### src/rtl/norm_pkg.sv
`default_nettype none
// ============================================================================
//  Module   : norm_pkg
//  Purpose  : Shared constants and the row-pair entry layout used by the
//             normalization collector and its row FIFO.
//  Contents : COL, BW_PSUM, BW_OUT, ADDR_W defaults; row_pair_t entry type.
//  Revision : 1.0 - initial release
// ============================================================================
package norm_pkg;

    // Default geometry of the collector.
    localparam int COL     = 8;   // elements per row
    localparam int BW_PSUM = 16;  // width of an incoming normalized value
    localparam int BW_OUT  = 8;   // width of a saturated output element
    localparam int ADDR_W  = 8;   // width of the row address

    // One FIFO entry at the default geometry. Row lanes are packed with
    // element 0 in the least-significant byte; the address sits on top.
    typedef struct packed {
        logic [ADDR_W-1:0]     addr;
        logic [COL*BW_OUT-1:0] row_2;
        logic [COL*BW_OUT-1:0] row_1;
    } row_pair_t;

endpackage : norm_pkg
`default_nettype wire

### src/rtl/norm_row_fifo.sv
`default_nettype none
// ============================================================================
//  Module   : norm_row_fifo
//  Purpose  : Synchronous first-word-fall-through FIFO holding completed row
//             pairs. The head entry is visible on head_data whenever the FIFO
//             is not empty.
//  Ports    : clk, reset      - clock, synchronous active-high reset
//             push, push_data - write request and entry
//             pop             - remove head (ignored while empty)
//             head_data       - current head entry
//             full, empty     - occupancy status
//  Revision : 1.0 - initial release
// ============================================================================
module norm_row_fifo
    import norm_pkg::*;
#(
    parameter int WIDTH = 2 * norm_pkg::COL * norm_pkg::BW_OUT + norm_pkg::ADDR_W,
    parameter int DEPTH = 4
) (
    input  logic             clk,
    input  logic             reset,
    input  logic             push,
    input  logic [WIDTH-1:0] push_data,
    input  logic             pop,
    output logic [WIDTH-1:0] head_data,
    output logic             full,
    output logic             empty
);

    localparam int AW = (DEPTH > 1) ? $clog2(DEPTH) : 1;

    logic [WIDTH-1:0] mem [DEPTH];
    logic [AW-1:0]    wr_ptr;
    logic [AW-1:0]    rd_ptr;
    logic [AW:0]      count;
    logic             do_push;
    logic             do_pop;

    assign empty   = (count == '0);
    assign full    = (count == (AW+1)'(DEPTH));
    // Popping an empty FIFO is a no-op; a push into a full FIFO is legal
    // only when the head leaves in the same cycle.
    assign do_pop  = pop && !empty;
    assign do_push = push && (!full || do_pop);

    // Pointers wrap naturally because DEPTH is a power of two.
    always_ff @(posedge clk) begin
        if (reset) begin
            wr_ptr <= '0;
            rd_ptr <= '0;
            count  <= '0;
        end else begin
            if (do_push) begin
                wr_ptr <= wr_ptr + 1'b1;
            end
            if (do_pop) begin
                rd_ptr <= rd_ptr + 1'b1;
            end
            case ({do_push, do_pop})
                2'b10:   count <= count + 1'b1;
                2'b01:   count <= count - 1'b1;
                default: count <= count;
            endcase
        end
    end

    // Storage is deliberately left without reset.
    always_ff @(posedge clk) begin
        if (do_push) begin
            mem[wr_ptr] <= push_data;
        end
    end

    assign head_data = mem[rd_ptr];

endmodule : norm_row_fifo
`default_nettype wire

### src/rtl/norm_collector.sv
`default_nettype none
// ============================================================================
//  Module   : norm_collector
//  Purpose  : Deserializes two streams of normalized values into rows of COL
//             saturated elements, tags each completed row pair with a running
//             address and queues it in a FWFT FIFO for a valid/ready consumer.
//  Ports    : clk, reset                  - clock, synchronous active-high reset
//             norm_valid                  - one element of each stream present
//             psum_norm_1, psum_norm_2    - unsigned stream elements
//             m_ready / m_valid           - row-pair handshake
//             m_data_1, m_data_2          - head row pair, lane 0 in LSBs
//             m_addr                      - address of the head row pair
//             overflow                    - sticky: a completed row was dropped
//  Revision : 1.0 - initial release
// ============================================================================
module norm_collector
    import norm_pkg::*;
#(
    parameter int BW_IN  = norm_pkg::BW_PSUM,
    parameter int COL    = norm_pkg::COL,
    parameter int BW_OUT = norm_pkg::BW_OUT,
    parameter int DEPTH  = 4,
    parameter int ADDR_W = norm_pkg::ADDR_W
) (
    input  logic                  clk,
    input  logic                  reset,
    input  logic                  norm_valid,
    input  logic [BW_IN-1:0]      psum_norm_1,
    input  logic [BW_IN-1:0]      psum_norm_2,
    input  logic                  m_ready,
    output logic                  m_valid,
    output logic [COL*BW_OUT-1:0] m_data_1,
    output logic [COL*BW_OUT-1:0] m_data_2,
    output logic [ADDR_W-1:0]     m_addr,
    output logic                  overflow
);

    localparam int IDX_W = $clog2(COL);

    // Entry layout for this instance's geometry (same ordering as row_pair_t).
    typedef struct packed {
        logic [ADDR_W-1:0]     addr;
        logic [COL*BW_OUT-1:0] row_2;
        logic [COL*BW_OUT-1:0] row_1;
    } entry_t;

    localparam int ENTRY_W = $bits(entry_t);

    logic [IDX_W-1:0]             idx;
    logic [ADDR_W-1:0]            addr_cnt;
    logic [COL-1:0][BW_OUT-1:0]   asm_1;
    logic [COL-1:0][BW_OUT-1:0]   asm_2;
    logic [COL-1:0][BW_OUT-1:0]   row_1;
    logic [COL-1:0][BW_OUT-1:0]   row_2;
    logic [BW_OUT-1:0]            sat_1;
    logic [BW_OUT-1:0]            sat_2;
    logic                         row_done;
    logic                         pop_req;
    logic                         push_ok;
    logic                         fifo_full;
    logic                         fifo_empty;
    entry_t                       push_entry;
    entry_t                       head_entry;
    logic [ENTRY_W-1:0]           head_bits;

    // ------------------------------------------------------------------
    // Saturation: clip to the largest BW_OUT-bit value. When the input is
    // no wider than the output nothing can overflow.
    // ------------------------------------------------------------------
    generate
        if (BW_IN > BW_OUT) begin : g_sat_clip
            assign sat_1 = (|psum_norm_1[BW_IN-1:BW_OUT]) ? {BW_OUT{1'b1}}
                                                          : psum_norm_1[BW_OUT-1:0];
            assign sat_2 = (|psum_norm_2[BW_IN-1:BW_OUT]) ? {BW_OUT{1'b1}}
                                                          : psum_norm_2[BW_OUT-1:0];
        end else begin : g_sat_pass
            assign sat_1 = BW_OUT'(psum_norm_1);
            assign sat_2 = BW_OUT'(psum_norm_2);
        end
    endgenerate

    assign row_done = norm_valid && (idx == IDX_W'(COL - 1));
    assign pop_req  = m_valid && m_ready;
    // A full FIFO still takes the row when its head leaves this cycle.
    assign push_ok  = row_done && (!fifo_full || pop_req);

    // ------------------------------------------------------------------
    // Index, address counter and sticky overflow.
    // ------------------------------------------------------------------
    always_ff @(posedge clk) begin
        if (reset) begin
            idx      <= '0;
            addr_cnt <= '0;
            overflow <= 1'b0;
        end else begin
            if (norm_valid) begin
                idx <= row_done ? '0 : idx + 1'b1;
            end
            if (push_ok) begin
                addr_cnt <= addr_cnt + 1'b1;
            end
            if (row_done && !push_ok) begin
                overflow <= 1'b1;
            end
        end
    end

    // Assembly registers carry no reset: a stale lane is always overwritten
    // before its row can complete.
    always_ff @(posedge clk) begin
        if (norm_valid) begin
            asm_1[idx] <= sat_1;
            asm_2[idx] <= sat_2;
        end
    end

    // The last element is still on the inputs when the row completes, so it
    // is merged combinationally into the pushed entry.
    always_comb begin
        row_1        = asm_1;
        row_2        = asm_2;
        row_1[COL-1] = sat_1;
        row_2[COL-1] = sat_2;
    end

    always_comb begin
        push_entry       = '0;
        push_entry.row_1 = row_1;
        push_entry.row_2 = row_2;
        push_entry.addr  = addr_cnt;
    end

    norm_row_fifo #(
        .WIDTH (ENTRY_W),
        .DEPTH (DEPTH)
    ) u_row_fifo (
        .clk       (clk),
        .reset     (reset),
        .push      (row_done),
        .push_data (push_entry),
        .pop       (pop_req),
        .head_data (head_bits),
        .full      (fifo_full),
        .empty     (fifo_empty)
    );

    assign head_entry = entry_t'(head_bits);

    assign m_valid  = !fifo_empty;
    assign m_data_1 = head_entry.row_1;
    assign m_data_2 = head_entry.row_2;
    // Forced to zero while empty so the address is defined out of reset.
    assign m_addr   = fifo_empty ? '0 : head_entry.addr;

endmodule : norm_collector
`default_nettype wire

### config.mk
export PLATFORM = sky130hd
export DESIGN_NAME = norm_collector
export DESIGN_NICKNAME = d
export VERILOG_FILES = /design/src/rtl/norm_pkg.sv /design/src/rtl/norm_row_fifo.sv /design/src/rtl/norm_collector.sv
export SDC_FILE = /design/constraint.sdc
export NUM_CORES = 1
export LEC_CHECK = 0
export BUFFER_PORTS_ARGS = -buffer_cell sky130_fd_sc_hd__buf_2
export CAP_MARGIN = 0
export CORE_ASPECT_RATIO = 1.2
export CORE_MARGIN = 2
export CORE_UTILIZATION = 52
export DETAILED_ROUTE_END_ITERATION = 8
export PLACE_DENSITY = 0.74
export RECOVER_POWER = 50
export SLEW_MARGIN = 20
export SYNTH_ARGS = -nofsm -noshare
export SYNTH_HDL_FRONTEND = slang
export SYNTH_HIERARCHICAL = 1
export SYNTH_SLANG_ARGS = --single-unit
### constraint.sdc
create_clock -name clk -period 6.8 [get_ports clk]
set_input_delay 1.02 -clock clk [delete_from_list [all_inputs] [get_ports clk]]
set_output_delay 1.02 -clock clk [all_outputs]
set_load 0.01 [all_outputs]
==> results.yml, run 1 <==
synthesis:
  netlist_area_um2: 24300
  seq_area_frac_synth: 0.827
  syn-num-nets: 1031
  ys_types: 40
  synth_edf_count: 656
  postSynthCellCount: 987
  ys_ff_latch: 677
  ys_async_sr_fraction: 0
  synth_top_flop_cell: "edfxtp_1"
  avgSynthCellArea_um2: 24.6
  yosys_warnings: 6
sta:
  drv_slew: 17
  rsz0062_at_grt: "no"
  fin_crit_ps: 4130
  fin_tns_setup_ps: 0
  skew_ps: 25.2
  max_freq_mhz: 242
  hold_viol_final: 0
  worst_slew_pin_slew_ps: 2000
  finalSetupViolations: 0
  slew_headroom: -0.336
  post-route-period-util: 0.607
place:
  dp.cells: 1756
  gp_congestion: 0.708
  dp_hpwl_um: 25500
  io_buffers: 173
  placed_cell_area_um2: 26000
power:
  leakagePower_uw: 0.00865
  vdd_drop_max_mv: 0.228
  power_density_nw_per_um2: 279
die:
  core-area_um2: 46100
  die_x_um: 201
  io_pins: 174
  initial_utilization: 0.528
  die_h_um: 241
  fp.dieArea_um2: 48500
  row_count: 86
drt:
  avgViaCountPerCell: 5.69
  vias: 10600
  dr.first_iter.drc_count: 795
  drt-pass1-iter-count: 5
  wl_per_cell_um: 24.2
  route.detailed.drc: 0
  ant_nets: 0
  drt-total-wl_um: 45100
cts:
  cts_max_level: 2
  clock_sinks: 677
  numCtsBuffers: 58
  clock_path_buffers: 3
  cts.reportedPaths.clkPinSlew_ps: 60
  cts_tree: "yes"
  cts.repair.resized: 0
  clock_latency_ps: 600
  postCtsHoldBufs: 0
  postCtsSetupBuffers: 0
  cts_root_buf: "clkbuf_16"
global_route:
  antenna_found_initial: 1
  grt.overflow.total: 0
  grtUsageMet3: 0.0289
  met2_usage: 0.308
  met1_usage: 0.260
  grt.busiest_layer: "met2"
  grt_pass1_wl_um: 66900
  grt_max_degree: 104
  grt_pass1_vias: 10700
  grt.total_usage: 0.187
finish:
  antenna_cells: 0
  design_area_um2: 27800
  nNetsFinal: 1244
  fillers: 3243
  drive_above_1_share: 0.338
  instances_no_fill: 1863
  syn2layout_area_growth_pct: 14.3
run_status:
  status: "finished with violations"
  violations: "max-capacitance violations, max-slew violations"
critical_path:
  r2r_start: "idx[0]"
  r2r_slack_ps: 3220
  endpoint_kind: "output pin"
  crit_type: "reg2out"
  critPathLaunchType: "flip-flop"
  crit_arrival_ps: 3110
  r2r_cells: 7
  crit_required_ps: 5780
  reg2reg_to: "u_row_fifo/mem[2][18]"
  cp_max_fo: 44
worst_hold_path:
  min_path_cells: 2
  hold_end: "overflow"
  hold_class: "reg2reg"
  min_from: "overflow"
job:
  cap_violations: 1
-- stage by stage --
stage	utilization	hold slack [ps]	total power, µW	setup slack (ps)
3_5_place_dp	0.564	466	4650	2910
6_report	0.603	478	7740	2670
2_1_floorplan	-	459	4630	1320
3_3_place_gp	0.564	464	4650	2990
4_1_cts	0.604	482	7810	2460
5_1_grt	0.603	507	7960	2380
-- logic make-up after synthesis --
kind of cell,count (synthesis),synth area share
simple gates,91,0.0218
fa+ha+maj,8,0.00442
compound gates,14,0.00432
xor+xnor,9,0.00324
flops,677,0.827
buf+inv,45,0.00983
mux,143,0.129
-- cell usage in the layout, fill, tap and decap left out, drive strengths merged, types with 2 or more instances in the layout --
| cell type | count |
|---|---|
| a31oi | 2 |
| edfxtp | 656 |
| buf | 183 |
| mux2 | 4 |
| ha | 7 |
| mux4 | 136 |
| nand2 | 6 |
| a21oi | 4 |
| nor3 | 4 |
| nand3 | 4 |
| nor2b | 4 |
| and2 | 4 |
| and2b | 8 |
| dfxtp | 21 |
| nand2b | 9 |
| nand4 | 3 |
| nand3b | 3 |
| nor2 | 23 |
| bufinv | 5 |
| a211oi | 4 |
| xnor2 | 6 |
| inv | 12 |
| or2 | 17 |
| xor2 | 3 |
| clkinvlp | 2 |
| nor4 | 4 |
| clkinv | 24 |
| mux2i | 3 |
| clkbuf | 79 |
-- layer usage --
layer / vias up / wire length, µm
li1: 4573 / -
met1: 5601 / 18300
met2: 354 / 22900
met3: 67 / 2570
met4: 0 / 1290
met5: - / 0
-- state kept, by name (all words and copies together) (netlist names), named ones only --
name / cells
u_row_fifo/rd_ptr: 2
idx: 3
overflow: 1
asm_2: 56
u_row_fifo/count: 3
u_row_fifo/mem: 544
addr_cnt: 8
u_row_fifo/wr_ptr: 2
asm_1: 56
-- report_power, final --
part | switching [µW] | total [µW] | leakage, µW | internal [µW]
Combinational | 21.5 | 32.9 | 0.00173 | 11.4
Clock | 1380 | 3180 | 0.000903 | 1800
Sequential | 6.58 | 4530 | 0.00602 | 4520
Total | 1410 | 7740 | 0.00865 | 6330
-- worst max-delay path, cell delays in order (launching register included) --
cell     delay [ps]
dfxtp_4         840
buf_4           790
mux4_2          650
buf_2           170
-- synthesized netlist by cell type (4+ instances only) --
cell	instances	share of area
a211oi_1	4	0.0012
and2_1	4	0.0010
and2b_2	8	0.0029
buf_2	17	0.0035
buf_6	6	0.0028
clkbuf_1	10	0.0015
dfxtp_1	21	0.017
edfxtp_1	656	0.81
ha_1	7	0.0036
inv_1	10	0.0015
mux4_2	136	0.13
nand2_1	6	0.00093
nand2b_1	8	0.0021
nand3_1	4	0.00082
nor2_1	23	0.0036
nor2b_1	4	0.0010
nor3_1	4	0.00082
nor4_1	4	0.0010
or2_2	16	0.0041
xnor2_1	6	0.0022
-- how the worst max path moves through the flow --
stage / cells past startpoint / slack, ps / to
after floorplan: 6 / 1320 / u_row_fifo/mem[1][0]
after global placement: 6 / 2990 / u_row_fifo/mem[1][46]
after detailed placement: 6 / 2910 / u_row_fifo/mem[1][45]
after CTS: 3 / 2460 / m_data_2[9]
after global routing: 3 / 2380 / m_data_1[19]
final: 3 / 2670 / m_data_1[19]
-- final cells by class --
cell class	count	area (µm²)	share of cell area
multi-input combinational	265	3980	0.143
clock inverter	33	302	0.0108
sequential	677	20100	0.724
inverter	10	37.5	0.00135
clock buffer	74	1550	0.0559
tap	616	771	0.0277
timing repair buffer	188	1020	0.0369
Power figures use the tool's default switching activity.
==> run 2, diff against run 1 <==
clock period = 3.92 ns   (was 6.8 ns; I/O delays follow)
==> run 2 against run 1 <==
  * The run now ends clean
  * Power is 76% higher
  * Critical path depth unchanged
  * Via count shrank 0.80%
  * Sequential cell count stayed put
  * Non-clock buffer count rose by 10
  * First-iteration DRC count is 20% higher
  * Hold slack worse by 140 ps
  * Largest power group unchanged
==> results.yml, run 2 (synthesis results as in run 1) <==
run_status:
  status: "complete, no violations"
global_route:
  grt_pass1_wl_um: 68000
  grt_pass1_vias: 10800
  grt_max_degree: 76
  antenna_found_initial: 1
  grt.total_usage: 0.191
  grt.overflow.total: 0
power:
  p_sw_frac: 0.181
  p_seq_frac: 0.576
  power_frac_clock: 0.420
  vdd_drop_max_mv: 0.376
  internal_power_uw: 11200
  combPwrFrac: 0.004
  netSwitchingPower_uw: 2460
  leakagePower_uw: 0.00877
  power_density_nw_per_um2: 486
cts:
  cts_max_level: 2
  postCtsHoldBufs: 0
  postCtsSetupBuffers: 0
  cts_tree: "yes"
  clock_path_buffers: 3
  cts.repair.resized: 0
  cts.reportedPaths.clkPinSlew_ps: 60
  numCtsBuffers: 59
  cts_root_buf: "clkbuf_16"
  clock_latency_ps: 610
  clock_sinks: 677
critical_path:
  crit_arrival_ps: 2710
  crit_required_ps: 3330
  crit_type: "reg2out"
  crit_family: "flip-flops"
  worstPathCellList: "buf_4, mux4_2, buf_2"
  crit_buf_inv: 2
  critPathLaunchType: "flip-flop"
  slowest_stage: "dfxtp_4"
  cp_slowest_stage_delay_ps: 850
  endpoint_kind: "output pin"
  cp_max_fo: 35
die:
  initial_utilization: 0.528
  row_count: 86
  die_x_um: 201
  die_h_um: 241
  core-area_um2: 46100
  fp.dieArea_um2: 48500
  io_pins: 174
sta:
  max_freq_mhz: 303
  slew_headroom: 0.0657
  fin_crit_ps: 3300
  finalSetupViolations: 0
  drv_slew: 0
  skew_ps: 26.4
  rsz0062_at_grt: "no"
  fin_tns_setup_ps: 0
  worst_slew_pin_slew_ps: 1400
  post-route-period-util: 0.842
  hold_viol_final: 0
place:
  io_buffers: 173
  dp_hpwl_um: 26400
  gp_congestion: 0.723
  placed_cell_area_um2: 26200
finish:
  reg_top3: "u_row_fifo/mem: 544 flops, asm_1: 56 flops, asm_2: 56 flops"
  layout_common_cells: "edfxtp_1, buf_2, mux4_2, clkbuf_16, clkbuf_1"
  drive_above_1_share: 0.345
  design_area_um2: 28100
  largest_reg_flops: 544
  largest-register: "u_row_fifo/mem"
  syn2layout_area_growth_pct: 15.4
  nNetsFinal: 1255
  fillers: 3182
  layout_commonest_cell: "edfxtp_1"
drt:
  wl_per_cell_um: 24.3
  avgViaCountPerCell: 5.61
  route.detailed.drc: 0
  dr.first_iter.drc_count: 955
  drt-total-wl_um: 45600
  drt-pass1-iter-count: 5
  vias: 10500
  ant_nets: 0
worst_hold_path:
  hold_class: "in2reg"
job:
  cap_violations: 0
-- run 2: changes by cell type in the layout (fill, tap and decap cells not counted), sizes merged --
cell and delta:
clkinvlp -2, clkinv -2, buf +10, bufinv +3
diode +1, clkbuf +2
-- run 2: path summary, 6_finish.rpt --
| check | start | to | slack (ps) | depth (start not counted) |
|---|---|---|---|---|
| hold / removal | norm_valid | idx[2] | 340 | 3 |
| setup / recovery | flip-flop | m_data_2[43] | 620 | 3 |
| setup reg to reg | idx[0] | u_row_fifo/mem[3][23] | 930 | 7 |
| hold reg to reg | overflow | overflow | 480 | 2 |
-- run 2: area by class of cell --
class                           count  area, µm²  area share
Antenna cell                        1       2.50   0.0000892
Clock inverter                     32        393      0.0140
Timing Repair Buffer              198       1210      0.0431
Inverter                           10       37.5     0.00134
Clock buffer                       76       1540      0.0549
Multi-Input combinational cell    265       3990       0.142
Tap cell                          616        771      0.0275
Sequential cell                   677      20100       0.717
-- run 2: metal layers --
layer	up-vias	share of wire	GRT usage
met2	332	0.52	0.319
li1	4578	-	-
met1	5530	0.40	0.264
met3	70	0.051	0.0288
met5	-	0	0
met4	0	0.024	0.0595
-- run 2: power groups by stage --
stage,clock [µW],combinational [µW],sequential [µW]
floorplan,0,23.4,8000
global placement,0,59.0,8000
detailed placement,0,61.2,8010
CTS,5830,61.1,7850
global route,6110,63.7,7850
finish,5720,58.4,7850
-- run 2: metrics by stage --
step / instances / hold slack (ps) / total power [µW] / util / setup WS [ps]
6_report: 1875 / 336 / 13600 / 0.609 / 618
2_1_floorplan: 987 / 459 / 8030 / - / 315
3_3_place_gp: 1766 / 465 / 8060 / 0.568 / 976
4_1_cts: 1874 / 309 / 13700 / 0.610 / 528
5_1_grt: 1874 / 348 / 14000 / 0.609 / 424
3_5_place_dp: 1766 / 453 / 8070 / 0.568 / 891
-- run 2: worst min-delay path, delay by kind of cell --
| family | cells | cell delay (ps) |
|---|---|---|
| buffers and inverters | 1 | 150 |
| AOI/OAI and AO/OA | 1 | 60 |
| and+or+nand+nor | 1 | 90 |
==> run 3, diff against run 2 <==
PLACE_DENSITY = 0.77   (was 0.74)
clock period = 2.7 ns   (was 3.92 ns; I/O delays follow)
==> run 3 against run 2 <==
  * Sequential share of layout area down 0.69 points
  * Via count rose by 2.7%
  * Critical path depth grew 1
  * Clock skew fell by 2.4 ps
  * Power grew 42%
  * Clock-buffer cell count decreased by 3
  * Global-route usage increased by 0.91 points
  * Final cell count up 0.69%
  * Critical endpoint is now m_data_1[63]
  * Highest routed layer is now met5
==> results.yml, run 3 (synthesis results as in run 1) <==
cts:
  cts_tree: "yes"
  cts.reportedPaths.clkPinSlew_ps: 70
  cts_max_level: 2
  numCtsBuffers: 58
  clock_latency_ps: 600
  postCtsHoldBufs: 0
  clock_sinks: 677
  cts_root_buf: "clkbuf_16"
  clock_path_buffers: 3
power:
  leakagePower_uw: 0.00887
  vdd_drop_max_mv: 0.515
  finalPower_uw: 19300
  power_density_nw_per_um2: 681
drt:
  vias: 10800
  ant_nets: 0
  route.detailed.drc: 0
  drt-total-wl_um: 48200
  dr.first_iter.drc_count: 906
  wl_per_cell_um: 25.6
  drt-pass1-iter-count: 4
  avgViaCountPerCell: 5.72
sta:
  max_freq_mhz: 378
  worst_slew_pin_slew_ps: 1460
  drv_slew: 0
  timing.final.ws_setup_ps: 57.8
  hold_viol_final: 0
  skew_ps: 23.9
  slew_headroom: 0.0255
  fin_crit_ps: 2640
  rsz0062_at_grt: "yes"
  finalSetupViolations: 0
  post-route-period-util: 0.979
global_route:
  antenna_found_initial: 5
  grt_pass1_wl_um: 71200
  grt_max_degree: 67
  grt.total_usage: 0.200
  grt.overflow.total: 0
  grt_pass1_vias: 11200
die:
  fp.dieArea_um2: 48500
  io_pins: 174
  row_count: 86
  die_x_um: 201
  initial_utilization: 0.528
  die_h_um: 241
  core-area_um2: 46100
finish:
  drive_above_1_share: 0.355
  largest-register: "u_row_fifo/mem"
  reg_top3: "u_row_fifo/mem: 544 flops, asm_1: 56 flops, asm_2: 56 flops"
  layout_common_cells: "edfxtp_1, buf_2, mux4_2, clkbuf_16, buf_6"
  layout_commonest_cell: "edfxtp_1"
  antenna_cells: 0
  nNetsFinal: 1273
  post-route-util: 0.615
  largest_reg_flops: 544
  instances_no_fill: 1888
  syn2layout_area_growth_pct: 16.6
worst_hold_path:
  hold_class: "in2reg"
run_status:
  status: "complete, no violations"
critical_path:
  cp_max_fo: 27
  slowest_stage: "mux4_2"
  crit_required_ps: 2300
  cp_slowest_stage_delay_ps: 580
  critPathLaunchType: "flip-flop"
  endpoint_kind: "output pin"
  crit_arrival_ps: 2240
  crit_type: "reg2out"
  worstPathCellList: "buf_12, buf_16, mux4_2, buf_6"
place:
  gp_congestion: 0.726
  dp_hpwl_um: 27200
  io_buffers: 173
  dp.cells: 1778
  pre_cts_ws_ps: 168
job:
  cap_violations: 0
## run 3: worst paths after layout
check,start,endpoint,slack [ps],cells past startpoint
min,norm_valid,idx[2],170,3
max reg2reg,idx[0],u_row_fifo/mem[2][15],180,7
min reg2reg,asm_2[46],u_row_fifo/mem[1][110],490,0
max,flip-flop,m_data_1[63],60,4
## run 3: layout make-up
type                       instances  area [µm²]
timing repair buffer             217        1660
clock buffer                      73        1510
multi-input combinational        265        3990
tap                              616         771
inverter                          10        37.5
sequential                       677       20100
fill                            3112       17700
clock inverter                    30         253
## run 3: critical path: cells and delay by family, from the launching register on
family,cells,cell delay [ps]
buf+inv,3,600
mux,1,580
flops,1,410
## run 3: routing by layer
metal | vias to the layer above | track usage | part of all wire
met1 | 5728 | 0.267 | 0.40
met4 | 2 | 0.0613 | 0.023
met5 | - | 0 | 0.00027
met2 | 376 | 0.345 | 0.52
met3 | 77 | 0.0300 | 0.056
li1 | 4612 | - | -
## run 3: repair_timing
item	4_1_cts	5_1_grt
setup buffers	5	0
endpoints found under the setup margin	41	30
resized for setup	8	19
gates cloned	2	0
## run 3: power by group
| part | total, µW | switching (µW) | internal (µW) |
|---|---|---|---|
| clock | 7820 | 3580 | 4240 |
| sequential | 11400 | 16.9 | 11400 |
| combinational | 86.1 | 57.0 | 29.1 |
## run 3: metrics by stage
stage                     instance area, µm²  hold WS (ps)  setup TNS, ps
after floorplan                        24300           459              0
after global placement                 26300           465              0
after detailed placement               26300           464              0
after CTS                              28300           144          -8.59
after global routing                   28300           167           -579
final                                  28300           173              0
